[config.mk]
export PLATFORM = sky130hd
export DESIGN_NAME = key_event_queue
export DESIGN_NICKNAME = d
export VERILOG_FILES = /design/src/rtl/key_pkg.sv /design/src/rtl/key_evt_fifo.sv /design/src/rtl/key_event_queue.sv
export SDC_FILE = /design/constraint.sdc
export NUM_CORES = 1
export LEC_CHECK = 0
export ABC_AREA = 1
export BUFFER_PORTS_ARGS = -buffer_cell sky130_fd_sc_hd__buf_4
export CAP_MARGIN = 0
export CORE_MARGIN = 5
export CORE_UTILIZATION = 45
export DETAILED_ROUTE_END_ITERATION = 10
export GPL_ROUTABILITY_DRIVEN = 0
export PLACE_DENSITY = 0.71
export REMOVE_ABC_BUFFERS = 1
export SKIP_CTS_REPAIR_TIMING = 1
export SLEW_MARGIN = 30
export SYNTH_ARGS = -nofsm -noshare
export SYNTH_HDL_FRONTEND = slang
export SYNTH_SLANG_ARGS = --single-unit
[constraint.sdc]
create_clock -name clk -period 3.3 [get_ports clk]
set_input_delay 0.66 -clock clk [delete_from_list [all_inputs] [get_ports clk]]
set_output_delay 0.66 -clock clk [all_outputs]
set_load 0.1 [all_outputs]
[src/rtl/key_pkg.sv]
// Shared keypad constants, press-state encoding and key-code helpers
// for the key event queue.
package key_pkg;

    localparam int KEY_ROWS   = 5;
    localparam int KEY_COLS   = 4;
    localparam int KEY_CODE_W = 5;
    localparam int HOLE_W     = 5;

    typedef enum logic [1:0] {
        ARMED    = 2'd0,
        HELD     = 2'd1,
        WAIT_REL = 2'd2
    } press_state_t;

    // Rows 5..7 do not exist on the keypad.
    function automatic logic code_valid(input logic [KEY_CODE_W-1:0] code);
        return code[4:2] <= 3'(KEY_ROWS - 1);
    endfunction

    // row*4 + col, kept in 5 bits (max 19).
    function automatic logic [HOLE_W-1:0] code_to_hole(input logic [KEY_CODE_W-1:0] code);
        return {code[4:2], 2'b00} + {3'b000, code[1:0]};
    endfunction

endpackage

[src/rtl/key_evt_fifo.sv]
// Generic synchronous FIFO with separate occupancy count. A push into a
// full FIFO is accepted only when a pop happens on the same edge.
module key_evt_fifo #(
    parameter int DEPTH = 4,
    parameter int WIDTH = 10
) (
    input  logic                     clk,
    input  logic                     rst_n,
    input  logic                     push,
    input  logic [WIDTH-1:0]         wr_data,
    input  logic                     pop,
    output logic [WIDTH-1:0]         rd_data,
    output logic [$clog2(DEPTH):0]   count,
    output logic                     full,
    output logic                     empty
);
    localparam int PW = $clog2(DEPTH);
    localparam int CW = PW + 1;

    logic [WIDTH-1:0] mem [DEPTH];
    logic [PW-1:0]    wr_ptr;
    logic [PW-1:0]    rd_ptr;
    logic             do_push;
    logic             do_pop;

    assign full    = (count == CW'(DEPTH));
    assign empty   = (count == '0);
    assign do_pop  = pop && !empty;
    assign do_push = push && (!full || do_pop);
    assign rd_data = mem[rd_ptr];

    always_ff @(posedge clk or negedge rst_n) begin
        if (!rst_n) begin
            for (int i = 0; i < DEPTH; i++) mem[i] <= '0;
            wr_ptr <= '0;
            rd_ptr <= '0;
            count  <= '0;
        end else begin
            if (do_push) begin
                mem[wr_ptr] <= wr_data;
                wr_ptr      <= wr_ptr + 1'b1;
            end
            if (do_pop) rd_ptr <= rd_ptr + 1'b1;
            case ({do_push, do_pop})
                2'b10:   count <= count + 1'b1;
                2'b01:   count <= count - 1'b1;
                default: count <= count;
            endcase
        end
    end

endmodule

[src/rtl/key_event_queue.sv]
// Turns debounced key-down levels into one event per distinct press, with a
// release hold-off, and queues {code, hole} events for the game FSM.
module key_event_queue
    import key_pkg::*;
#(
    parameter int DEPTH          = 4,
    parameter int RELEASE_CYCLES = 16
) (
    input  logic                    clk,
    input  logic                    rst_n,
    input  logic [KEY_CODE_W-1:0]   key_code,
    input  logic                    key_ready,
    output logic                    evt_valid,
    input  logic                    evt_ready,
    output logic [KEY_CODE_W-1:0]   evt_code,
    output logic [HOLE_W-1:0]       evt_hole,
    output logic [$clog2(DEPTH):0]  evt_count,
    output logic                    overflow,
    input  logic                    ovf_clr
);
    localparam int CNT_W = $clog2(RELEASE_CYCLES + 1);

    // Valid/ready: an event transfers on a clock edge where evt_valid and
    // evt_ready are both high; the head is held stable until then.
    press_state_t                 press_state, press_state_d;
    logic         [CNT_W-1:0]     rel_cnt, rel_cnt_d;
    logic                         press_det;
    logic                         push_req;
    logic                         fifo_full;
    logic                         fifo_empty;
    logic [KEY_CODE_W+HOLE_W-1:0] rd_data;

    always_ff @(posedge clk or negedge rst_n) begin
        if (!rst_n) begin
            press_state <= WAIT_REL;
            rel_cnt     <= '0;
        end else begin
            press_state <= press_state_d;
            rel_cnt     <= rel_cnt_d;
        end
    end

    always_comb begin
        press_state_d = press_state;
        rel_cnt_d     = rel_cnt;
        press_det     = 1'b0;
        case (press_state)
            ARMED: begin
                if (key_ready) begin
                    press_det     = 1'b1;
                    press_state_d = HELD;
                end
            end
            HELD: begin
                // The first low cycle already counts toward the hold-off.
                if (!key_ready) begin
                    rel_cnt_d     = CNT_W'(1);
                    press_state_d = (RELEASE_CYCLES <= 1) ? ARMED : WAIT_REL;
                end
            end
            WAIT_REL: begin
                if (key_ready) begin
                    press_state_d = HELD;
                    rel_cnt_d     = '0;
                end else begin
                    rel_cnt_d = rel_cnt + 1'b1;
                    if (rel_cnt_d >= CNT_W'(RELEASE_CYCLES)) press_state_d = ARMED;
                end
            end
            default: begin
                press_state_d = WAIT_REL;
                rel_cnt_d     = '0;
            end
        endcase
    end

    assign push_req = press_det && code_valid(key_code);

    key_evt_fifo #(
        .DEPTH (DEPTH),
        .WIDTH (KEY_CODE_W + HOLE_W)
    ) u_fifo (
        .clk     (clk),
        .rst_n   (rst_n),
        .push    (push_req),
        .wr_data ({key_code, code_to_hole(key_code)}),
        .pop     (evt_ready),
        .rd_data (rd_data),
        .count   (evt_count),
        .full    (fifo_full),
        .empty   (fifo_empty)
    );

    assign evt_valid = !fifo_empty;
    assign evt_code  = rd_data[KEY_CODE_W+HOLE_W-1:HOLE_W];
    assign evt_hole  = rd_data[HOLE_W-1:0];

    // A full FIFO is never empty, so evt_ready alone means a pop this edge.
    always_ff @(posedge clk or negedge rst_n) begin
        if (!rst_n)                                overflow <= 1'b0;
        else if (ovf_clr)                          overflow <= 1'b0;
        else if (push_req && fifo_full && !evt_ready) overflow <= 1'b1;
    end

endmodule

==> Word level (Yosys, flattened, before mapping) <==
Cells that the tools add are included.
{ "word_totals": {"ff_bits": 55, "input_bits": 10, "out_inout_bits": 15, "word_cells": 67} }
{ "classes": {"add_sub_neg": 6, "magnitude_cmp": 5, "eq_ne": 8, "muxes": 19, "bitwise": 3, "reduce_logical": 16} }
{ "op_table": {"columns": ["cell", "n"], "rows": [
  ["$bwmux W40", 1],
  ["$mux W10", 3],
  ["$bmux W10 S2", 1],
  ["$demux W10 S2", 1],
  ["$pmux W5 S3", 1],
  ["$mux W5", 2],
  ["$mux W2", 4],
  ["$ge A3 B3 Y1 const B", 2],
  ["$logic_and A1 B1 Y1", 6],
  ["$not A2 Y3", 2],
  ["$pmux W2 S3", 1],
  ["$pmux W3 S2", 1],
  ["$add A5 B1 Y5 const B", 1],
  ["$add A5 B2 Y5", 1],
  ["$ge A5 B5 Y1 const B", 1],
  ["$add A2 B1 Y2 const B", 2],
  ["$eq A2 B1 Y1 const B", 2],
  ["$eq A2 B2 Y1 const B", 2],
  ["$mux W1", 4],
  ["$ne A2 B2 Y1 const B", 2],
  ["$reduce_bool A2 Y1", 2],
  ["$add A3 B1 Y3 const B", 1],
  ["$eq A3 B3 Y1 const B", 1],
  ["$le A3 B3 Y1 const B", 1],
  ["10 further kinds", 12]
]} }

==> Longest topological paths before layout <==
{ "depth": {"ltp_word": 7, "depth_mapped": 11} }

==> By module <==
From an unflattened synthesis, not the netlist that was laid out.
{ "unflattened": {"hier_cells": 349, "hier_area_um2": 2936.6} }
{ "by_module_without_submodules": {"columns": ["mod", "instances", "cells_per_inst", "area_per_inst_um2", "seq_area_each_um2"], "rows": [
  ["key_evt_fifo", 1, 281, 2429.8, 1176.1],
  ["key_event_queue", 1, 68, 506.7, 201.4]
]} }

==> Worst setup path after synthesis <==
No wires, ideal clock.
{ "synth_timing": {"path_kind": "reg2out", "start": "register u_fifo.rd_ptr[0]", "end": "output port evt_hole[0]", "arrival_ns": 2.798, "t_required_ns": 2.640, "slack_ns": -0.158, "path_stages_with_launch": 6, "cell_sequence": "dfrtp_1 -> inv_1 -> clkbuf_1 -> o21ai_0 -> o22ai_1 -> buf_4"} }
{ "synth_between": {"elab_chain_cells": 4} }
{ "synth_rtl": {"columns": ["item", "line_no", "rtl"], "rows": [
  ["from (decl)", "key_evt_fifo.sv:22", "logic [PW-1:0] rd_ptr;"],
  ["from (signal assigned)", "key_evt_fifo.sv:43", "if (do_pop) rd_ptr <= rd_ptr + 1'b1;"],
  ["$not A2 Y3 (not written as such)", "key_evt_fifo.sv:30", "assign rd_data = mem[rd_ptr];"],
  ["$bmux W10 S2", "key_evt_fifo.sv:30", null],
  ["$mux W10 (not written as such) (2 in a row)", "key_evt_fifo.sv:30", null],
  ["to (decl)", "key_event_queue.sv:16", "output logic [HOLE_W-1:0] evt_hole,"]
]} }
Every way passes these cells. The select of a mux whose other input is x is not followed.

==> Worst setup path after layout <==
{ "layout_timing": {"start": "register u_fifo.rd_ptr[0]", "end": "output port evt_code[4]"} }
{ "layout_between": {"elab_chain_cells": 4} }
{ "layout_rtl": {"columns": ["item", "line_no", "rtl"], "rows": [
  ["$not A2 Y3 (not written as such)", "key_evt_fifo.sv:30", null],
  ["$bmux W10 S2", "key_evt_fifo.sv:30", null],
  ["$mux W10 (not written as such) (2 in a row)", "key_evt_fifo.sv:30", null],
  ["to (decl)", "key_event_queue.sv:15", "output logic [KEY_CODE_W-1:0] evt_code,"]
]} }
Every way passes these cells. The select of a mux whose other input is x is not followed.

==> impl_metrics.yaml <==
final_layout:
  final_core_utilization: 0.534
  fillers: 395
  n_antenna_cell: 0
  area_growth_syn_to_layout_pct: 14.6
  final_net_count: 270
  mostFrequentLayoutCells: "sky130_fd_sc_hd__nand2_1 (67), sky130_fd_sc_hd__dfrtp_1 (34), sky130_fd_sc_hd__buf_4 (26), sky130_fd_sc_hd__inv_1 (21), sky130_fd_sc_hd__nand4_1 (21)"
  finalNonFillerCells: 301
  layout.cells.most_common: "sky130_fd_sc_hd__nand2_1"
  layout-drive-gt1-share: 0.151
place:
  io_buffer_count: 24
  dpl.hpwl_mm: 2.90
  placedCellCount: 293
  place_ws_ns: 0.926
detailed_routing:
  wl_met1_mm: 1.79
  met2RoutedLength_mm: 1.74
  detail_route.vias_per_cell: 5.27
  detail_route.drc_violations: 0
  wl_per_cell_um: 12.9
  detailroute.wirelength.met3_um: 255
  detailroute.via_count: 1587
  routed.top_layer: "met4"
  ant_nets: 0
  detailedRoute.firstPassIterationCount: 4
  wl_mm: 3.87
  drt_first_iter_violations: 80
clocking:
  clock_pin_slew_reported_for_the_worst_setup_and_hold_paths_after_clock_tree_synthesis_ns: 0.07
  cts-root-buf: "sky130_fd_sc_hd__clkbuf_8"
  clock_tree.htree_level_count: 2
  cts_buffers: 5
  worstSkewPairLatency_ns: 0.28
  max-clock-path-buffers: 2
  clock_sinks: 35
  cts_tree: "built"
floorplan:
  fp.dieW_um: 74.6
  placeableCoreArea_um2: 4030
  initial_core_util: 0.466
  die_area_um2: 5560
  design.portCount: 25
  die_height_um: 74.6
  placementRows: 23
global_route:
  antenna_violations_before_repair: 0
  wire_length_of_the_first_global_routing_pass_mm: 6.67
  grt_max_degree: 36
  first_global_vias: 1480
  overflow: 0
  gr-usage-all-layers: 0.157
run_status:
  outcome: "finished clean"
worst_setup_path:
  worstReg2RegEnd: "u_fifo.count[2]"
  worstPathRequired_ns: 2.64
  timing_worst_setup_path_type: "reg -> out"
  cp.arrival_ns: 1.72
  timing.reg2reg.worst_path_depth: 11
  worstSetupEndpointType: "output pin"
  kind_of_launch_point_of_the_worst_setup_path: "register"
  reg2reg_from: "press_state[1]"
  worstPathMaxFanout: 12
  r2r_slack_ns: 1.06
synthesis:
  seq_area_frac_synth: 0.468
  number_of_warnings_reported_in_the_yosys_synthesis_log: 0
  mappedNetlistArea_um2: 1880
  synthXorXnorAreaFrac: 0.0187
  combinational_family_with_the_most_area_after_synthesis: "simple AND/OR/NAND/NOR gates"
  syn_avg_cell_area_um2: 8.23
  synth.area.mux_share: 0
  post_synthesis_cell_type_count: 22
  post_synth_inst_count: 228
  post_synth_fa_ha_maj_area_fraction: 0.0707
  post_synthesis_compound_gate_area_fraction: 0.0781
  synth-seq-cells: 35
  synthSimpleGateAreaFrac: 0.287
timing:
  fin_crit_sh: 0.722
  report.final.setup_viol: 0
  slew_headroom: 0.705
  max_freq_ghz: 0.420
  whs_ns: 0.321
  maxSlewViolCount: 0
  grt_setup_unrepaired: "false"
  final_min_period_ns: 2.38
  tightestPinTransition_ns: 0.442
  finClkSkew_ns: 0.00368
  postLayoutSetupSlackWorst_ns: 0.918
  hold_viol_final: 0
job:
  max_cap_violations: 0
min_path:
  min_path_type: "in -> async"
==> synthesized netlist by cell type <==
library cell | number | area share
sky130_fd_sc_hd__nand2_1 | 67 | 0.13
sky130_fd_sc_hd__dfrtp_1 | 34 | 0.45
sky130_fd_sc_hd__inv_1 | 21 | 0.042
sky130_fd_sc_hd__nand4_1 | 21 | 0.070
sky130_fd_sc_hd__nor2_1 | 19 | 0.038
sky130_fd_sc_hd__o21ai_0 | 14 | 0.037
sky130_fd_sc_hd__nand3_1 | 11 | 0.029
sky130_fd_sc_hd__ha_1 | 9 | 0.060
sky130_fd_sc_hd__buf_4 | 7 | 0.028
sky130_fd_sc_hd__o22ai_1 | 6 | 0.020
sky130_fd_sc_hd__clkbuf_1 | 4 | 0.0080
sky130_fd_sc_hd__a21oi_1 | 3 | 0.0080
sky130_fd_sc_hd__xor2_1 | 3 | 0.014
sky130_fd_sc_hd__a21oi_2 | 1 | 0.0047
sky130_fd_sc_hd__a22oi_1 | 1 | 0.0040
sky130_fd_sc_hd__dfstp_2 | 1 | 0.014
sky130_fd_sc_hd__fa_1 | 1 | 0.011
sky130_fd_sc_hd__nand3_2 | 1 | 0.0053
sky130_fd_sc_hd__nand3b_1 | 1 | 0.0040
sky130_fd_sc_hd__nor2_4 | 1 | 0.0060
sky130_fd_sc_hd__o211ai_1 | 1 | 0.0040
sky130_fd_sc_hd__xnor2_1 | 1 | 0.0047
==> metrics by stage <==
stage	setup TNS (ns)	cell area, µm²
after detailed placement	0	2070
after global placement	0	2070
after global routing	0	2150
final	0	2150
after floorplan	-10.05	1810
after CTS	0	2150
==> cell families after synthesis <==
group,after synthesis
flip-flops,35
AND/OR/NAND/NOR,121
AO/OA/AOI/OAI,26
XOR/XNOR,4
adder cells (fa/ha/maj),10
buffers and inverters,32
==> layer usage <==
metal	up-vias	global-route usage
met2	47	0.244
li1	794	-
met5	-	0
met3	11	0.0432
met4	0	0.0751
met1	735	0.203
==> worst max path at each step <==
stage	endpoint	start
CTS	evt_code[4]	u_fifo.rd_ptr[0]
global placement	u_fifo.count[2]	evt_ready
finish	evt_code[4]	u_fifo.rd_ptr[0]
detailed placement	u_fifo.count[2]	evt_ready
floorplan	evt_code[0]	u_fifo.rd_ptr[0]
global route	evt_code[4]	u_fifo.rd_ptr[0]
==> area by class of cell <==
type                            instances  area, µm²  share of cell area
Inverter                               21       78.8              0.0367
Tap cell                               50       62.6              0.0291
Multi-Input combinational cell        161        852               0.396
Timing Repair Buffer                   26        195              0.0908
Clock buffer                            5       68.8              0.0320
Sequential cell                        35        877               0.408
Clock inverter                          3       15.0             0.00698
==> flip-flops by register name, summed over array words and instances (netlist names) <==
name	count
overflow	1
u_fifo.count	3
u_fifo.mem	20
press_state	2
rel_cnt	5
u_fifo.wr_ptr	2
u_fifo.rd_ptr	2
==> critical path, stage by stage (launching register included) <==
cell and delay [ns]:
sky130_fd_sc_hd__dfrtp_1 0.50, sky130_fd_sc_hd__inv_1 0.28, sky130_fd_sc_hd__o21ai_0 0.12, sky130_fd_sc_hd__o22ai_1 0.20
sky130_fd_sc_hd__buf_4 0.34
Power is left out: the tool's default activity adds up to more than one toggle a clock period on the data nets, which glitch-free logic cannot reach.
